`config.mk`:
```
export PLATFORM = sky130hd
export DESIGN_NAME = alu_operand_loader
export DESIGN_NICKNAME = d
export VERILOG_FILES = /design/src/rtl/alu_operand_loader.sv
export SDC_FILE = /design/constraint.sdc
export NUM_CORES = 1
export LEC_CHECK = 0
export ABC_CLOCK_PERIOD_IN_PS = 1800
export CAP_MARGIN = 20
export CORE_ASPECT_RATIO = 1.5
export CORE_MARGIN = 2
export CORE_UTILIZATION = 30
export CTS_BUF_LIST = sky130_fd_sc_hd__clkbuf_4
export CTS_CLUSTER_DIAMETER = 60
export CTS_CLUSTER_SIZE = 24
export DETAILED_ROUTE_END_ITERATION = 12
export HOLD_SLACK_MARGIN = 0.05
export PLACE_DENSITY_LB_ADDON = 0.2
export SLEW_MARGIN = 40
export SYNTH_ARGS = -nofsm -noshare
export SYNTH_HDL_FRONTEND = slang
export SYNTH_SLANG_ARGS = --single-unit
```
`constraint.sdc`:
```
create_clock -name clk -period 1.8 [get_ports clk]
set_input_delay 0.36 -clock clk [delete_from_list [all_inputs] [get_ports clk]]
set_output_delay 0.36 -clock clk [all_outputs]
set_load 0.01 [all_outputs]
```
`src/rtl/alu_operand_loader.sv`:
```
// Operand loader ahead of the N-bit logic unit: captures A, B and the op
// select from switches on successive load presses and holds them until acked.
//
// Ports:
//   clk, rst_n        clock and synchronous active-low reset
//   sw [N-1:0]        operand value from switches
//   op_in [OPW-1:0]   operation select from switches
//   load              debounced load button level (edge-detected here)
//   clear             synchronous abort, discards the current set
//   ack               consumer took the current set
//   a, b, op          registered operand set
//   valid             a/b/op form a complete set
//   phase [1:0]       FSM state for LEDs (0=A, 1=B, 2=OP, 3=READY)
//   set_cnt [CW-1:0]  completed sets, wraps silently
module alu_operand_loader #(
    parameter int N   = 2,
    parameter int OPW = 2,
    parameter int CW  = 4
) (
    input  logic           clk,
    input  logic           rst_n,
    input  logic [N-1:0]   sw,
    input  logic [OPW-1:0] op_in,
    input  logic           load,
    input  logic           clear,
    input  logic           ack,
    output logic [N-1:0]   a,
    output logic [N-1:0]   b,
    output logic [OPW-1:0] op,
    output logic           valid,
    output logic [1:0]     phase,
    output logic [CW-1:0]  set_cnt
);

    typedef enum logic [1:0] {
        LOAD_A  = 2'd0,
        LOAD_B  = 2'd1,
        LOAD_OP = 2'd2,
        READY   = 2'd3
    } state_e;

    state_e         state_q, state_d;
    logic [N-1:0]   a_q, a_d;
    logic [N-1:0]   b_q, b_d;
    logic [OPW-1:0] op_q, op_d;
    logic           valid_q, valid_d;
    logic [CW-1:0]  cnt_q, cnt_d;
    logic           load_q;
    logic           ld_edge;

    assign ld_edge = load & ~load_q;

    always_comb begin
        state_d = state_q;
        a_d     = a_q;
        b_d     = b_q;
        op_d    = op_q;
        valid_d = valid_q;
        cnt_d   = cnt_q;
        if (clear) begin
            state_d = LOAD_A;
            a_d     = '0;
            b_d     = '0;
            op_d    = '0;
            valid_d = 1'b0;
        end else begin
            unique case (state_q)
                LOAD_A: begin
                    if (ld_edge) begin
                        a_d     = sw;
                        state_d = LOAD_B;
                    end
                end
                LOAD_B: begin
                    if (ld_edge) begin
                        b_d     = sw;
                        state_d = LOAD_OP;
                    end
                end
                LOAD_OP: begin
                    if (ld_edge) begin
                        op_d    = op_in;
                        cnt_d   = cnt_q + 1'b1;
                        valid_d = 1'b1;
                        state_d = READY;
                    end
                end
                READY: begin
                    // A new press starts the next set directly, so it
                    // takes precedence over a simultaneous ack.
                    if (ld_edge) begin
                        valid_d = 1'b0;
                        a_d     = sw;
                        state_d = LOAD_B;
                    end else if (ack) begin
                        valid_d = 1'b0;
                        state_d = LOAD_A;
                    end
                end
                default: state_d = LOAD_A;
            endcase
        end
    end

    always_ff @(posedge clk) begin
        if (!rst_n) begin
            state_q <= LOAD_A;
            a_q     <= '0;
            b_q     <= '0;
            op_q    <= '0;
            valid_q <= 1'b0;
            cnt_q   <= '0;
            // Treat load as already high so a press held through
            // reset does not capture on release.
            load_q  <= 1'b1;
        end else begin
            state_q <= state_d;
            a_q     <= a_d;
            b_q     <= b_d;
            op_q    <= op_d;
            valid_q <= valid_d;
            cnt_q   <= cnt_d;
            load_q  <= load;
        end
    end

    assign a       = a_q;
    assign b       = b_q;
    assign op      = op_q;
    assign valid   = valid_q;
    assign phase   = state_q;
    assign set_cnt = cnt_q;

endmodule

```
# ---- After elaboration in Yosys (flattened, before gate mapping)
# Cells that the tools add are included.
dict set report totals {
  ramBits 0
  mem_bits_ro 0
  register_bits 14
  latch_bits 0
  output_inout_bits 13
  n_memories 0
}
dict set report op_classes {
  shifts 0
  multipliers 0
  bitwise_logic 4
  reduce_logical 10
  mux 10
  n_lt_le_gt_ge 0
  div_mod_pow 0
  n_addsub 1
  n_eq_ne 7
}
# op n
set op_table {}
lappend op_table {{$mux 2} 5}
lappend op_table {{$pmux 2 s4} 1}
lappend op_table {{$ne 2x2->1 const B} 3}
lappend op_table {{$reduce_and 2->1} 3}
lappend op_table {{$reduce_and 3->1} 2}
lappend op_table {{$add 4x1->4 const B} 1}
lappend op_table {{$eq 2x2->1 const B} 2}
lappend op_table {{$reduce_and 4->1} 1}
lappend op_table {{$reduce_or 2->1} 2}
lappend op_table {{$mux 1} 3}
lappend op_table {{$ne 3x3->1 const B} 1}
lappend op_table {{$not 1->1} 3}
lappend op_table {{$eq 2x1->1 const B} 1}
lappend op_table {{$logic_not 2->1} 1}
lappend op_table {{$pmux 1 s2} 1}
lappend op_table {{$reduce_bool 2->1} 1}
lappend op_table {{$and 1x1->1} 1}

# ---- Longest topological paths before layout
dict set report depth {
  word_depth 4
  depth_mapped 6
  ltp_nobuf 6
}

# ---- Worst setup path before layout
# No wires, ideal clock.
dict set report synth_timing {
  kind {register to register}
  from {reg state_q[0], in the netlist phase[0]}
  to {reg state_q[0], in the netlist phase[0]}
  setup_ns 0.087
  stages_incl_launch_ff 7
  synth_period_minus_slack_ns 1.576
  setup_slack_ns 0.224
  t_arrival_ns 1.489
  cell_sequence {dfxtp_1 -> inv_1 -> ha_1 -> nor3_4 -> a21oi_2 -> or3_1 -> o31ai_1}
}
dict set report synth_between {
  elab_chain_len 3
  elab_cells_between_ends 10
}
# item line
set synth_lines {}
lappend synth_lines {{start: declaration} 42} ;# state_e state_q, state_d;
lappend synth_lines {{start signal: assignment} 117} ;# state_q <= state_d;
lappend synth_lines {{$eq 2x2->1, or another cell as far along} 67} ;# unique case (state_q)
lappend synth_lines {{$ne 3x3->1 (no line) / $ne 2x2->1 (equally long branches)} n/a}
lappend synth_lines {{$reduce_and 4->1 (no line)} n/a}
# Parallel ways exist; a longest one is shown, timed or not.
# A chain may end at the register's enable or synchronous reset.

# ---- Worst setup path in the final report
dict set report layout_timing {
  from {reg state_q[1], in the netlist phase[1]}
  to {out phase[1]}
}
# item line
set layout_rtl {}
lappend layout_rtl {{end: declaration} 31} ;# output logic [1:0] phase,
# No word-level cell between the ends.

==> summary.txt <==
Clocking
  – H-tree levels: 1
  – Total CTS buffers: 3
  – # hold bufs at CTS: 0
  – Post-cts sizing count: 0
  – Clock transition at path regs: 0.09 ns
  – Clock Tree Buf Depth: 2
  – Sink Count: 14
  – Root buffer cell: clkbuf_4
  – Worst-Skew Late Latency: 0.28 ns
  – CTS tree: built
  – Post-CTS Repair Setup Buffers: 0

Detailed routing
  – DRT antenna net count: 0
  – Drt drc: 0
  – Final wirelength: 1468 um
  – Via count: 599
  – Drt wl/cell: 11.65 um
  – Detailed Route Iter0 Violations: 14
  – Vias per cell: 4.754
  – Drt pass-1 iters: 4

STA
  – Worst slew margin: 79.38%
  – Tmin final: 1.667 ns
  – Final setup vio count: 0
  – Fmax: 600.0 MHz
  – Worst-margin pin slew: 0.3093 ns
  – Setup TNS: 0 ns
  – Max Clock Skew: 0.004162 ns
  – Hold Worst Slack: 0.4549 ns
  – Crit share post-route: 92.60%
  – Final hold viol count: 0
  – RSZ-0062 raised after global routing: no
  – Max Slew Vio Count: 0
  – Worst Slack Setup Final: 0.1332 ns

GRT
  – GRT overflow: 0
  – Initial antenna violation count: 0
  – First-pass GRT wire length: 2525 um
  – Total GRT Usage: 12.47%
  – Largest net degree at the start of global routing: 10
  – Vias in the first global route: 591

Placed design
  – Post-DP Area: 930.9 sq um
  – GP Congestion: 0.7798
  – Hpwl dp: 1185 um
  – Placed cells: 122
  – Worst slack, placed: 0.1183 ns
  – Port bufs: 21

Setup path
  – Critical-path cell list: clkdlybuf4s50_1
  – CP Launch Type: flop
  – Delay-heaviest family, CP: buffers and inverters
  – Endpoint type of the worst setup path: primary output
  – Slowest library cell on the worst path: clkdlybuf4s50_1
  – Critical Path RT: 1.44 ns
  – WS Path Type: reg -> out
  – Crit path largest cell delay: 0.58 ns
  – WP data arrival: 1.31 ns
  – Buf+Inv Stages, Crit Path: 1
  – Critical path fanouts, max: 6

Pwr
  – Maximum VDD drop: 0.0003331 V
  – Power Total: 0.5611 mW
  – Power per cell area: 586.2 nW/um^2
  – Lkg Pwr: 0.3592 nW

Floorplan
  – I/O pins: 22
  – Die H: 62.39 um
  – Die Wd: 42.93 um
  – Initial Utilization: 31.27%
  – Full die area: 2678 sq um
  – Core ar.: 2181 sq um
  – Rows: 21

Job
  – Max-cap violations: 0

Finish
  – Share of layout cells above drive strength 1: 8.738%
  – Commonest non-fill, non-tap cell in the layout: clkdlybuf4s50_1
  – Post-layout util: 43.89%
  – Fin area: 957.2 sq um
  – Most frequent cells in the layout: clkdlybuf4s50_1, dfxtp_1, nand2_1, a21oi_1, ha_1
  – Nets: 119
  – Antenna diode count: 0
  – Non-filler cells, final: 126
  – Area Growth Syn to Fin: 40.37%

Status
  – Status: finished, final reports clean

Synth
  – Syn Inst Count: 77
  – Share of the synthesized area in the top cell type: 41.10%
  – Post-Syn Nets: 92
  – Post-synthesis register bit count: 14
  – Post-Synthesis Cell Area: 681.9 sq um
  – Mean Syn Cell Area: 8.856 sq um
  – Yosys cell types: 25
  – Yosys warns: 0
  – Register area share after synthesis: 41.10%
  – Synth top area cells: dfxtp_1, ha_1, a21oi_1, nand2_1, nand2b_1
  – Yosys top cell by area: dfxtp_1

Hold path
  – Hold crit path type: reg -> reg
[worst paths after layout]
check	startpoint	to	slack, ns	depth (start not counted)
max reg2reg	phase[0]	phase[0]	0.14	6
max	phase[1]	phase[1]	0.13	1
min reg2reg	b[0]	b[0]	0.45	2
min	b[0]	b[0]	0.45	2
[cell families after synthesis]
group           Yosys count  share of synthesized area (%)
flops                    14                          41.10
compound gates           18                          14.86
xor+xnor                  2                          2.569
fa+ha+maj                 6                          11.01
simple gates             31                          25.51
buf+inv                   5                          3.486
mux                       1                          1.468
[synth_stat cells (all sizes together)]
cell and count:
nand3 5, nor2 3, and2 2, ha 6, or3 1, nand2b 5, o21ai 5, and2b 1
xor2 1, inv 3, nand2 11, o31ai 1, a211oi 1, a21boi 1, buf 2, nand4 1
mux2i 1, dfxtp 14, xnor2 1, nor3 1, a21oi 10, and4bb 1
[power by group]
group / internal [mW] / total [mW] / switching, mW
Combinational: 0.0337 / 0.0594 / 0.0258
Clock: 0.0806 / 0.187 / 0.107
Sequential: 0.312 / 0.315 / 0.00218
[sequential cells by signal (all words and copies together), names as in the netlist]
register,cells
op,2
a,2
load_q,1
valid,1
b,2
set_cnt,4
phase,2
[per-layer routing]
| metal | up-vias | global-route usage (%) | wire length (um) |
|---|---|---|---|
| li1 | 316 | - | - |
| met1 | 260 | 13.11 | 610 |
| met2 | 18 | 21.59 | 741 |
| met3 | 5 | 2.312 | 72 |
| met4 | 0 | 8.203 | 44 |
| met5 | - | 0 | 0 |
[worst register-to-register path, cell delays in order (launching register included)]
cell and delay, ns:
dfxtp_1 0.40, inv_1 0.12, ha_1 0.33, nor3_4 0.24, a21oi_2 0.08, or3_1 0.34
o31ai_1 0.06
[cell type report]
| class | instances | area [sq um] |
|---|---|---|
| tap | 23 | 28.78 |
| inverter | 3 | 11.26 |
| multi-input combinational | 58 | 377.9 |
| sequential | 14 | 280.3 |
| clock inverter | 1 | 3.754 |
| fill | 227 | 1224 |
| clock buffer | 3 | 22.52 |
| timing repair buffer | 24 | 232.7 |
Note: power is estimated with default switching activity, not from simulation.
